## config.mk

```make
export PLATFORM = sky130hd
export DESIGN_NAME = alu_rr_arbiter
export DESIGN_NICKNAME = d
export VERILOG_FILES = /design/src/rtl/alu_rr_arbiter.sv
export SDC_FILE = /design/constraint.sdc
export NUM_CORES = 1
export LEC_CHECK = 0
export CORE_ASPECT_RATIO = 0.7
export CORE_MARGIN = 10
export CORE_UTILIZATION = 42
export DETAILED_ROUTE_END_ITERATION = 7
export PLACE_DENSITY = 0.78
export SYNTH_ARGS = -nofsm -noshare
export SYNTH_HDL_FRONTEND = slang
export SYNTH_SLANG_ARGS = --single-unit
```

## constraint.sdc

```tcl
create_clock -name clk -period 2.3 [get_ports clk]
set_clock_uncertainty 0.2 [all_clocks]
set_input_delay 0.345 -clock clk [delete_from_list [all_inputs] [get_ports clk]]
set_output_delay 0.345 -clock clk [all_outputs]
set_load 0.05 [all_outputs]
```

## src/rtl/alu_rr_arbiter.sv

```systemverilog
// Round-robin arbiter sharing one combinational 4-bit ALU between two requesters.
// The optional ALU_ARB_STATS_EN macro adds saturating per-requester grant counters.
module alu_rr_arbiter #(
  parameter int DW    = 4,
  parameter int CNT_W = 8
) (
  input  logic          clk,
  input  logic          rst,
  input  logic          req0_valid,
  output logic          req0_ready,
  input  logic [3:0]    req0_opcode,
  input  logic [DW-1:0] req0_a,
  input  logic [DW-1:0] req0_b,
  input  logic          req1_valid,
  output logic          req1_ready,
  input  logic [3:0]    req1_opcode,
  input  logic [DW-1:0] req1_a,
  input  logic [DW-1:0] req1_b,
  output logic          rsp0_valid,
  input  logic          rsp0_ready,
  output logic [DW-1:0] rsp0_x,
  output logic [DW-1:0] rsp0_y,
  output logic          rsp1_valid,
  input  logic          rsp1_ready,
  output logic [DW-1:0] rsp1_x,
  output logic [DW-1:0] rsp1_y,
  output logic [3:0]    alu_opcode,
  output logic [DW-1:0] alu_a,
  output logic [DW-1:0] alu_b,
  input  logic [DW-1:0] alu_x,
  input  logic [DW-1:0] alu_y
`ifdef ALU_ARB_STATS_EN
  ,
  output logic [CNT_W-1:0] grant_cnt0,
  output logic [CNT_W-1:0] grant_cnt1
`endif
);

  // Handshake rule on every channel: a transfer happens on a rising edge where
  // valid and ready are both high; valid may drop before ready at no cost.

  if (DW != 4 || CNT_W < 1) begin : g_param_err
    $error("alu_rr_arbiter: DW must be 4 and CNT_W at least 1");
  end

  typedef enum logic [1:0] {IDLE, EXEC, RESP} state_t;

  state_t        state_q;
  logic          rr_ptr_q;
  logic          owner_q;
  logic [3:0]    alu_opcode_q;
  logic [DW-1:0] alu_a_q;
  logic [DW-1:0] alu_b_q;
  logic          rsp0_valid_q;
  logic          rsp1_valid_q;
  logic [DW-1:0] rsp0_x_q;
  logic [DW-1:0] rsp0_y_q;
  logic [DW-1:0] rsp1_x_q;
  logic [DW-1:0] rsp1_y_q;

  logic win1;
  logic acc0;
  logic acc1;
  logic owner_rsp_ready;

  // Requester 1 wins when it is alone or when both contend and it holds priority.
  assign win1       = req1_valid && (!req0_valid || rr_ptr_q);
  assign req0_ready = (state_q == IDLE) && !rst && req0_valid && !win1;
  assign req1_ready = (state_q == IDLE) && !rst && win1;
  assign acc0       = req0_valid && req0_ready;
  assign acc1       = req1_valid && req1_ready;

  assign owner_rsp_ready = owner_q ? rsp1_ready : rsp0_ready;

  always_ff @(posedge clk) begin
    if (rst) begin
      state_q      <= IDLE;
      rr_ptr_q     <= 1'b0;
      owner_q      <= 1'b0;
      alu_opcode_q <= '0;
      alu_a_q      <= '0;
      alu_b_q      <= '0;
      rsp0_valid_q <= 1'b0;
      rsp1_valid_q <= 1'b0;
      rsp0_x_q     <= '0;
      rsp0_y_q     <= '0;
      rsp1_x_q     <= '0;
      rsp1_y_q     <= '0;
    end else begin
      case (state_q)
        IDLE: begin
          if (acc0 || acc1) begin
            owner_q      <= acc1;
            alu_opcode_q <= acc1 ? req1_opcode : req0_opcode;
            alu_a_q      <= acc1 ? req1_a : req0_a;
            alu_b_q      <= acc1 ? req1_b : req0_b;
            state_q      <= EXEC;
          end
        end
        EXEC: begin
          if (owner_q) begin
            rsp1_x_q     <= alu_x;
            rsp1_y_q     <= alu_y;
            rsp1_valid_q <= 1'b1;
          end else begin
            rsp0_x_q     <= alu_x;
            rsp0_y_q     <= alu_y;
            rsp0_valid_q <= 1'b1;
          end
          rr_ptr_q     <= ~owner_q;
          // ALU drive returns to zero as soon as the single execute cycle ends.
          alu_opcode_q <= '0;
          alu_a_q      <= '0;
          alu_b_q      <= '0;
          state_q      <= RESP;
        end
        RESP: begin
          if (owner_rsp_ready) begin
            rsp0_valid_q <= 1'b0;
            rsp1_valid_q <= 1'b0;
            state_q      <= IDLE;
          end
        end
        default: state_q <= IDLE;
      endcase
    end
  end

  assign alu_opcode = alu_opcode_q;
  assign alu_a      = alu_a_q;
  assign alu_b      = alu_b_q;
  assign rsp0_valid = rsp0_valid_q;
  assign rsp1_valid = rsp1_valid_q;
  assign rsp0_x     = rsp0_x_q;
  assign rsp0_y     = rsp0_y_q;
  assign rsp1_x     = rsp1_x_q;
  assign rsp1_y     = rsp1_y_q;

`ifdef ALU_ARB_STATS_EN
  logic [CNT_W-1:0] grant_cnt0_q;
  logic [CNT_W-1:0] grant_cnt1_q;
  logic [CNT_W-1:0] grant_cnt0_d;
  logic [CNT_W-1:0] grant_cnt1_d;

  // Counters stick at all-ones rather than wrapping.
  always_comb begin
    grant_cnt0_d = grant_cnt0_q;
    grant_cnt1_d = grant_cnt1_q;
    if (acc0 && (grant_cnt0_q != '1)) grant_cnt0_d = grant_cnt0_q + 1'b1;
    if (acc1 && (grant_cnt1_q != '1)) grant_cnt1_d = grant_cnt1_q + 1'b1;
  end

  always_ff @(posedge clk) begin
    if (rst) begin
      grant_cnt0_q <= '0;
      grant_cnt1_q <= '0;
    end else begin
      grant_cnt0_q <= grant_cnt0_d;
      grant_cnt1_q <= grant_cnt1_d;
    end
  end

  assign grant_cnt0 = grant_cnt0_q;
  assign grant_cnt1 = grant_cnt1_q;
`endif

endmodule

```

==> impl_results.html, run 1 <==
<table>
<tr><th>Metric</th><th>Value</th></tr>
<tr><th colspan="2">Worst setup path</th></tr>
<tr><td>Critical path launch point</td><td>rst</td></tr>
<tr><td>Setup crit start kind</td><td>input port</td></tr>
<tr><td>Cells along the critical path</td><td>clkdlybuf4s50_1, buf_4, nor3_4, and3_1, buf_12</td></tr>
<tr><td>Maximum single-stage delay on the critical path</td><td>0.44 ns</td></tr>
<tr><td>Critical path destination</td><td>req0_ready</td></tr>
<tr><td>Worst Setup Path Type</td><td>input port to output port</td></tr>
<tr><td>Register-to-register setup slack</td><td>approximately 0.50 ns</td></tr>
<tr><td>Cell class contributing the biggest share of worst-path delay</td><td>buffers and inverters</td></tr>
<tr><td>Critical R2R Capture</td><td>rsp0_x[1]$_SDFFE_PP0P_</td></tr>
<tr><td>Nature of the critical path endpoint</td><td>output port</td></tr>
<tr><td>Req. time, crit path</td><td>roughly 1.8 ns</td></tr>
<tr><td>Crit-path slowest cell</td><td>clkdlybuf4s50_1</td></tr>
<tr><td>Reg-to-reg startpoint</td><td>state_q[1]$_SDFFE_PP0P_</td></tr>
<tr><td>Cell count of the worst reg-to-reg path</td><td>4</td></tr>
<tr><td>Maximum fanout encountered on the critical timing path</td><td>15</td></tr>
<tr><td>Crit path buf inv count</td><td>3</td></tr>
<tr><td>Signal arrival time at the worst endpoint</td><td>1.55 ns</td></tr>
<tr><td>Instance count on the critical path</td><td>5</td></tr>
<tr><th colspan="2">Layout</th></tr>
<tr><td>Filler Cells Inserted</td><td>317</td></tr>
<tr><td>Antenna cells</td><td>0</td></tr>
<tr><td>Sequential cell area</td><td>slightly below 700 µm²</td></tr>
<tr><td>Cell Count, Final, Fillers Out</td><td>slightly below 300</td></tr>
<tr><td>Area growth from synthesis to layout</td><td>53.3%</td></tr>
<tr><td>Area of all placed cells without fillers</td><td>approximately 0.0025 mm²</td></tr>
<tr><td>Proportion of layout cells with a drive suffix above 1</td><td>between 10 and 15%</td></tr>
<tr><td>Multi-input logic area</td><td>around 800 µm²</td></tr>
<tr><td>End-of-flow core utilization</td><td>between 60% and 70%</td></tr>
<tr><td>Number of nets at the end of the flow</td><td>between 200 and 300</td></tr>
<tr><th colspan="2">Timing</th></tr>
<tr><td>Setup TNS after final layout</td><td>0 ns</td></tr>
<tr><td>Worst Setup Slack, final</td><td>approximately 0.20 ns</td></tr>
<tr><td>Clock period minus worst slack</td><td>~2.1 ns</td></tr>
<tr><td>Setup repair after global routing missed its margin</td><td>false</td></tr>
<tr><td>Final period util</td><td>about 90%</td></tr>
<tr><td>Final hold violations</td><td>0</td></tr>
<tr><td>Slew headroom</td><td>a little under three fifths</td></tr>
<tr><td>Final setup fails</td><td>0</td></tr>
<tr><td>Slew at the pin closest to its max-slew limit</td><td>between 0.6 and 0.7 ns</td></tr>
<tr><td>Maximum clock rate</td><td>between 400 and 500 MHz</td></tr>
<tr><td>Pins Over Slew Limit</td><td>0</td></tr>
<tr><td>Min Hold Slack</td><td>0.277 ns</td></tr>
<tr><th colspan="2">Route</th></tr>
<tr><td>Average routed wire per standard cell</td><td>17.2 µm</td></tr>
<tr><td>Number of violations reported at the end of detailed-routing iteration 0</td><td>71</td></tr>
<tr><td>Vias post-DR</td><td>1604</td></tr>
<tr><td>Antenna-violating nets left</td><td>0</td></tr>
<tr><td>Number of iterations in the first detailed-routing pass</td><td>4</td></tr>
<tr><td>Via/cell ratio</td><td>roughly 5.6</td></tr>
<tr><td>Detailed-route DRC error count</td><td>0</td></tr>
<tr><td>Total wire length</td><td>between 4000 and 5000 µm</td></tr>
<tr><th colspan="2">Placed design</th></tr>
<tr><td>Pre-CTS setup slack</td><td>around 0.13 ns</td></tr>
<tr><td>Placed wire-length estimate after detailed placement</td><td>~3700 µm</td></tr>
<tr><td>Cell total after placement</td><td>281</td></tr>
<tr><td>Weighted congestion reported at the end of routability-driven placement</td><td>0.801</td></tr>
<tr><td>Cell area after placement</td><td>about 0.0024 mm²</td></tr>
<tr><td># port buffers</td><td>roughly 70</td></tr>
<tr><th colspan="2">Logic synthesis</th></tr>
<tr><td>Synth cell types</td><td>31</td></tr>
<tr><td>Post-synthesis cell type with the largest combined area</td><td>dfxtp_1</td></tr>
<tr><td>Gate count of the mapped netlist</td><td>around 170</td></tr>
<tr><td>Mean area per synthesized cell</td><td>around 9.6 µm²</td></tr>
<tr><td>Sequential area share after synthesis</td><td>between 40 and 50%</td></tr>
<tr><td>Warnings from Yosys</td><td>0</td></tr>
<tr><td>Flop and latch count out of synthesis</td><td>34</td></tr>
<tr><td>Cell types occupying the most area after synthesis</td><td>dfxtp_1 42%, a311oi_1 6.5%, o31ai_2 6.2%</td></tr>
<tr><td>Post-Syn Nets</td><td>205</td></tr>
<tr><td>Proportion of netlist area held by the largest area contributor</td><td>between 40% and 50%</td></tr>
<tr><td>Post-Syn Area</td><td>0.00161 mm²</td></tr>
<tr><th colspan="2">CTS</th></tr>
<tr><td>Post-CTS Resized</td><td>0</td></tr>
<tr><td>Post-CTS Setup Bufs</td><td>0</td></tr>
<tr><td>Skew-Pair Late Insertion Delay</td><td>0.29 ns</td></tr>
<tr><td>Num CTS Buffers</td><td>5</td></tr>
<tr><td>Number of buffers added to fix hold violations after cts</td><td>0</td></tr>
<tr><td>Num Clock Sinks</td><td>34</td></tr>
<tr><td>CTS tree</td><td>built</td></tr>
<tr><td>Root buffer selected by CTS</td><td>clkbuf_8</td></tr>
<tr><td>H-tree lvl count</td><td>2</td></tr>
<tr><td>Maximum clock path buffer count</td><td>2</td></tr>
<tr><td>Clock transition at the registers of the reported paths</td><td>around 0.07 ns</td></tr>
<tr><th colspan="2">Power and ir drop</th></tr>
<tr><td>Lkg Pwr</td><td>approximately 0.91 nW</td></tr>
<tr><td>Final Power</td><td>around 1.6 mW</td></tr>
<tr><td>Worst VDD drop</td><td>0.000454 V</td></tr>
<tr><td>Total power per unit cell area</td><td>~660 mW/mm²</td></tr>
<tr><th colspan="2">Min path</th></tr>
<tr><td>Worst min-delay path class</td><td>register to register</td></tr>
<tr><td>HP Start</td><td>rsp0_y[1]$_SDFFE_PP0P_</td></tr>
<tr><th colspan="2">Global route</th></tr>
<tr><td>Number of antenna violations at the first check in global routing</td><td>0</td></tr>
<tr><td>Global-route wire length before repair</td><td>between 8000 and 9000 µm</td></tr>
<tr><td>Maximum number of pins on one net before global-route repair</td><td>19</td></tr>
<tr><td>Number of global-route vias before repair</td><td>~1600</td></tr>
<tr><td>GRT Resource Usage Total</td><td>roughly 15%</td></tr>
<tr><td>GRT overflow</td><td>0</td></tr>
<tr><th colspan="2">Floorplanning</th></tr>
<tr><td>Die outline area</td><td>0.00674 mm²</td></tr>
<tr><td>Die H</td><td>a little over 70 µm</td></tr>
<tr><td>Site row count</td><td>18</td></tr>
<tr><td>Top-level port count</td><td>70</td></tr>
<tr><td>Initial standard-cell utilization of the core</td><td>between 40% and 50%</td></tr>
<tr><td>Area inside the core boundary</td><td>roughly 0.0036 mm²</td></tr>
<tr><td>Die width</td><td>approximately 94 µm</td></tr>
<tr><th colspan="2">Job</th></tr>
<tr><td>Number of maximum-capacitance constraint violations</td><td>0</td></tr>
<tr><th colspan="2">Status</th></tr>
<tr><td>Status</td><td>completed</td></tr>
</table>
[worst min-delay path, delay by kind of cell (launching register included)]
kind	cells	cell delay, ns
DFF	1	0.31
AOI/OAI and AO/OA	2	0.12
[synth_stat cells]
library cell / count
a21oi_1: 13
or2b_1: 1
nand4_1: 12
nand3b_1: 2
and3_1: 1
a311oi_1: 12
buf_6: 3
buf_2: 4
or2_1: 1
o31ai_2: 8
nor3b_2: 1
or3_4: 1
nor3_4: 2
inv_1: 2
and2b_1: 1
a31o_2: 1
o21a_1: 2
o21ai_1: 1
o31ai_4: 1
nor2_1: 10
clkbuf_1: 7
mux2i_1: 9
buf_4: 2
o31ai_1: 3
nand2_1: 11
dfxtp_1: 34
nand2b_1: 2
o21ai_0: 8
buf_1: 1
a22oi_1: 10
and2_1: 1
[how the worst min path moves through the flow]
stage | to | depth (start not counted)
finish | rsp0_y[1]$_SDFFE_PP0P_ | 2
global route | rsp0_y[3]$_SDFFE_PP0P_ | 2
CTS | rsp0_y[2]$_SDFFE_PP0P_ | 2
detailed placement | rsp0_y[2]$_SDFFE_PP0P_ | 2
global placement | rsp0_y[1]$_SDFFE_PP0P_ | 2
floorplan | rsp0_x[0]$_SDFFE_PP0P_ | 2
[power breakdown]
| group | total (mW) | leakage [nW] | internal (mW) | switching, mW |
|---|---|---|---|---|
| Sequential | 0.658 | 0.278 | 0.630 | 0.0272 |
| Clock | 0.461 | 0.0482 | 0.241 | 0.219 |
| Combinational | 0.498 | 0.585 | 0.204 | 0.294 |
| Total | 1.62 | 0.911 | 1.08 | 0.541 |
[area by class of cell]
type | count | share of cell area, %
clock buffers | 7 | 3.51
clock inverters | 1 | 0.203
inverters | 2 | 0.305
multi-input cells | 114 | 33.3
flip-flops and latches | 34 | 27.6
well taps | 50 | 2.54
repair buffers | 81 | 32.5
[routing by layer]
metal	GRT usage [%]	part of all wire, %	vias to the layer above
met5	0	0	-
li1	-	-	777
met3	4.68	7.8	7
met2	22.7	46	56
met1	19.3	44	764
met4	5.55	1.5	0
[sequential cells by signal, summed over array words and instances (netlist names)]
| register | cells |
|---|---|
| rsp1_y | 4 |
| owner_q | 1 |
| state_q | 2 |
| rsp1_x | 4 |
| rsp1_valid | 1 |
| rsp0_x | 4 |
| alu_a | 4 |
| rsp0_y | 4 |
| rr_ptr_q | 1 |
| alu_opcode | 4 |
| rsp0_valid | 1 |
| alu_b | 4 |
[cell families after synthesis]
family	synth area share [%]
buffers and inverters	6.62
multiplexers	5.61
AO/OA/AOI/OAI	28.5
flip-flops	42.4
AND/OR/NAND/NOR	16.9
[cells in the final DEF (no fill, tap or decap), types with 2 or more instances in the layout]
| master | count |
|---|---|
| clkdlybuf4s50_1 | 67 |
| dfxtp_1 | 34 |
| a21oi_1 | 13 |
| nand4_1 | 12 |
| a311oi_1 | 12 |
| buf_4 | 12 |
| nand2_1 | 11 |
| nor2_1 | 10 |
| a22oi_1 | 10 |
| mux2i_1 | 9 |
| o21ai_0 | 8 |
| o31ai_2 | 8 |
| clkbuf_8 | 6 |
| o31ai_1 | 3 |
| nor3_4 | 2 |
| inv_1 | 2 |
| nand2b_1 | 2 |
| nand3b_1 | 2 |
| o21a_1 | 2 |
| buf_12 | 2 |
Note: power is estimated with default switching activity, not from simulation.
==> run 2: changes to the inputs <==
HOLD_SLACK_MARGIN = 0.15   (was not set)
==> results of run 2 <==
No change in the layout: final DEF, timing and power equal those of run 1.
==> run 3: changes to the inputs <==
CORE_UTILIZATION = 45   (was 42)
PLACE_DENSITY = 0.83   (was 0.78)
TNS_END_PERCENT = 50   (was not set)
clock period = 2.62 ns   (was 2.3 ns; I/O delays follow)
==> impl_results.html, run 3 (synthesized netlist as in run 1, its figures left out) <==
<table>
<tr><th>Metric</th><th>Value</th></tr>
<tr><th colspan="2">Route</th></tr>
<tr><td>Total wire length</td><td>4970 µm (+0.22%)</td></tr>
<tr><td>Via/cell ratio</td><td>5.53 (-0.37%)</td></tr>
<tr><td>Average routed wire per standard cell</td><td>17.4 µm (+1.6%)</td></tr>
<tr><td>Number of violations reported at the end of detailed-routing iteration 0</td><td>153 (+120%)</td></tr>
<tr><td>Detailed-route DRC error count</td><td>0 (unchanged)</td></tr>
<tr><td>Number of iterations in the first detailed-routing pass</td><td>5 (+1)</td></tr>
<tr><td>Vias post-DR</td><td>1576 (-1.7%)</td></tr>
<tr><td>Antenna-violating nets left</td><td>0 (unchanged)</td></tr>
<tr><th colspan="2">Timing</th></tr>
<tr><td>Pins Over Slew Limit</td><td>0 (unchanged)</td></tr>
<tr><td>Final setup fails</td><td>0 (unchanged)</td></tr>
<tr><td>Slew headroom</td><td>56.5% (-0.28 points)</td></tr>
<tr><td>Final hold violations</td><td>0 (unchanged)</td></tr>
<tr><td>Final period util</td><td>between 90% and 100%</td></tr>
<tr><td>Maximum clock rate</td><td>between 400 and 500 MHz</td></tr>
<tr><td>Slew at the pin closest to its max-slew limit</td><td>0.649 ns (+0.00425 ns)</td></tr>
<tr><td>Setup repair after global routing missed its margin</td><td>false</td></tr>
<tr><td>Clock period minus worst slack</td><td>roughly 2.4 ns</td></tr>
<tr><td>Setup TNS after final layout</td><td>0 ns (unchanged)</td></tr>
<tr><th colspan="2">CTS</th></tr>
<tr><td>Post-CTS Setup Bufs</td><td>0 (unchanged)</td></tr>
<tr><td>Number of buffers added to fix hold violations after cts</td><td>0 (unchanged)</td></tr>
<tr><td>Maximum clock path buffer count</td><td>2 (unchanged)</td></tr>
<tr><td>H-tree lvl count</td><td>2 (unchanged)</td></tr>
<tr><td>Root buffer selected by CTS</td><td>clkbuf_8</td></tr>
<tr><td>Num CTS Buffers</td><td>5 (unchanged)</td></tr>
<tr><td>CTS tree</td><td>built</td></tr>
<tr><td>Skew-Pair Late Insertion Delay</td><td>0.29 ns (about the same)</td></tr>
<tr><td>Num Clock Sinks</td><td>34 (unchanged)</td></tr>
<tr><td>Post-CTS Resized</td><td>0 (unchanged)</td></tr>
<tr><td>Clock transition at the registers of the reported paths</td><td>0.07 ns (about the same)</td></tr>
<tr><th colspan="2">Job</th></tr>
<tr><td>Number of maximum-capacitance constraint violations</td><td>0 (unchanged)</td></tr>
<tr><th colspan="2">Layout</th></tr>
<tr><td>Number of nets at the end of the flow</td><td>272 (-1.4%)</td></tr>
<tr><td>Cell Count, Final, Fillers Out</td><td>285 (-1.4%)</td></tr>
<tr><td>Area growth from synthesis to layout</td><td>51.6%</td></tr>
<tr><td>Proportion of layout cells with a drive suffix above 1</td><td>13.6% (-1.0 points)</td></tr>
<tr><td>Most frequent cells in the layout</td><td>67 x clkdlybuf4s50_1, 34 x dfxtp_1, 13 x a21oi_1, 12 x nand4_1, 12 x a311oi_1</td></tr>
<tr><td>Area of all placed cells without fillers</td><td>0.00244 mm² (-1.1%)</td></tr>
<tr><td>Most common library cell in the layout ignoring fill and taps</td><td>clkdlybuf4s50_1</td></tr>
<tr><td>Filler Cells Inserted</td><td>284 (-10%)</td></tr>
<tr><td>Antenna cells</td><td>0 (unchanged)</td></tr>
<tr><th colspan="2">Worst setup path</th></tr>
<tr><td>Crit-path slowest cell</td><td>or3_4</td></tr>
<tr><td>Signal arrival time at the worst endpoint</td><td>1.78 ns (+0.23 ns)</td></tr>
<tr><td>Maximum fanout encountered on the critical timing path</td><td>13 (-2)</td></tr>
<tr><td>Req. time, crit path</td><td>2.03 ns (+0.28 ns)</td></tr>
<tr><td>Worst Setup Path Type</td><td>input port to output port</td></tr>
<tr><td>Maximum single-stage delay on the critical path</td><td>0.48 ns (+0.04 ns)</td></tr>
<tr><td>Cell count of the worst reg-to-reg path</td><td>4 (unchanged)</td></tr>
<tr><td>Cells along the critical path</td><td>clkdlybuf4s50_1, or3_4, nor3_4, buf_12</td></tr>
<tr><td>Setup crit start kind</td><td>input port</td></tr>
<tr><td>Nature of the critical path endpoint</td><td>output port</td></tr>
<tr><th colspan="2">Global route</th></tr>
<tr><td>Number of global-route vias before repair</td><td>1539 (-3.8%)</td></tr>
<tr><td>Met2 track demand over resource in global routing</td><td>24.1% (+1.4 points)</td></tr>
<tr><td>Maximum number of pins on one net before global-route repair</td><td>31 (+12)</td></tr>
<tr><td>GRT overflow</td><td>0 (unchanged)</td></tr>
<tr><td>Layer carrying the most global-route usage</td><td>met2</td></tr>
<tr><td>GR Layer Usage met3</td><td>5.23% (+0.55 points)</td></tr>
<tr><td>GRT Resource Usage Total</td><td>15.5% (+0.49 points)</td></tr>
<tr><td>GR met1 Demand/Resource</td><td>19.6% (+0.24 points)</td></tr>
<tr><td>Global-route wire length before repair</td><td>8160 µm (-0.51%)</td></tr>
<tr><td>Number of antenna violations at the first check in global routing</td><td>0 (unchanged)</td></tr>
<tr><th colspan="2">Floorplanning</th></tr>
<tr><td>Area inside the core boundary</td><td>0.00347 mm² (-3.8%)</td></tr>
<tr><td>Die outline area</td><td>0.00640 mm² (-5.0%)</td></tr>
<tr><td>Top-level port count</td><td>70 (unchanged)</td></tr>
<tr><td>Die width</td><td>91.4 µm (-2.7%)</td></tr>
<tr><td>Initial standard-cell utilization of the core</td><td>46.3% (+1.7 points)</td></tr>
<tr><td>Die H</td><td>70.0 µm (-2.4%)</td></tr>
<tr><td>Site row count</td><td>18 (unchanged)</td></tr>
<tr><th colspan="2">Power and ir drop</th></tr>
<tr><td>Total power per unit cell area</td><td>582 mW/mm² (-11%)</td></tr>
<tr><td>Lkg Pwr</td><td>0.891 nW (-2.2%)</td></tr>
<tr><td>Worst VDD drop</td><td>0.000472 V (+4.0%)</td></tr>
<tr><th colspan="2">Placed design</th></tr>
<tr><td>Cell area after placement</td><td>0.00234 mm² (-1.3%)</td></tr>
<tr><td>Cell total after placement</td><td>277 (-1.4%)</td></tr>
<tr><td># port buffers</td><td>69 (unchanged)</td></tr>
<tr><td>Placed wire-length estimate after detailed placement</td><td>3700 µm (-0.79%)</td></tr>
<tr><td>Weighted congestion reported at the end of routability-driven placement</td><td>0.797 (-0.42%)</td></tr>
<tr><th colspan="2">Min path</th></tr>
<tr><td>Worst min-delay path class</td><td>register to register</td></tr>
<tr><td>Cell depth of the worst min-delay path</td><td>2 (unchanged)</td></tr>
<tr><th colspan="2">Status</th></tr>
<tr><td>Status</td><td>completed</td></tr>
</table>
run 3: cell count changes in the layout (fill, tap and decap cells not counted), sizes merged:
cell,delta
clkinvlp,+1
clkbuf,-1
buf,-4
run 3: metrics by stage:
stage | util (%) | hold WS, ns | total power, mW | setup slack (ns)
3_5_place_dp | 67.5 | 0.269 | 1.02 | 0.238
5_1_grt | 70.2 | 0.313 | 1.47 | 0.197
2_1_floorplan | - | 0.287 | 0.856 | 0.581
3_3_place_gp | 67.5 | 0.260 | 1.01 | 0.278
6_report | 70.2 | 0.277 | 1.42 | 0.244
4_1_cts | 70.2 | 0.278 | 1.42 | 0.238
run 3: layout make-up:
class                   count  area (µm²)  share of cell area [%]
clock buffers               6        82.6                    3.39
clock inverters             2        12.5                   0.514
inverters                   2        7.51                   0.308
multi-input cells         114         820                    33.6
flip-flops and latches     34         681                    27.9
well taps                  50        62.6                    2.57
repair buffers             77         771                    31.6
run 3: power breakdown:
part / total (mW) / internal, mW / switching, mW
logic: 0.427 / 0.174 / 0.252
clock network: 0.409 / 0.211 / 0.198
registers: 0.582 / 0.553 / 0.0284
run 3: path summary, 6_finish.rpt:
kind                      startpoint                      to  slack, ns
max                              rst              req1_ready       0.24
min           rsp0_y[1]$_SDFFE_PP0P_  rsp0_y[1]$_SDFFE_PP0P_       0.28
max reg2reg  state_q[1]$_SDFFE_PP0P_   alu_a[3]$_SDFFE_PP0P_       0.75
min reg2reg   rsp0_y[1]$_SDFFE_PP0P_  rsp0_y[1]$_SDFFE_PP0P_       0.28
run 3: worst max-delay path, delay by kind of cell:
family / cells / cell delay (ns)
buffers and inverters: 2 / 0.64
and+or+nand+nor: 2 / 0.74
run 3: metal layers:
metal | vias to the layer above | wire (µm)
li1 | 774 | -
met1 | 745 | 2120
met2 | 51 | 2450
met3 | 6 | 348
met4 | 0 | 56
met5 | - | 0
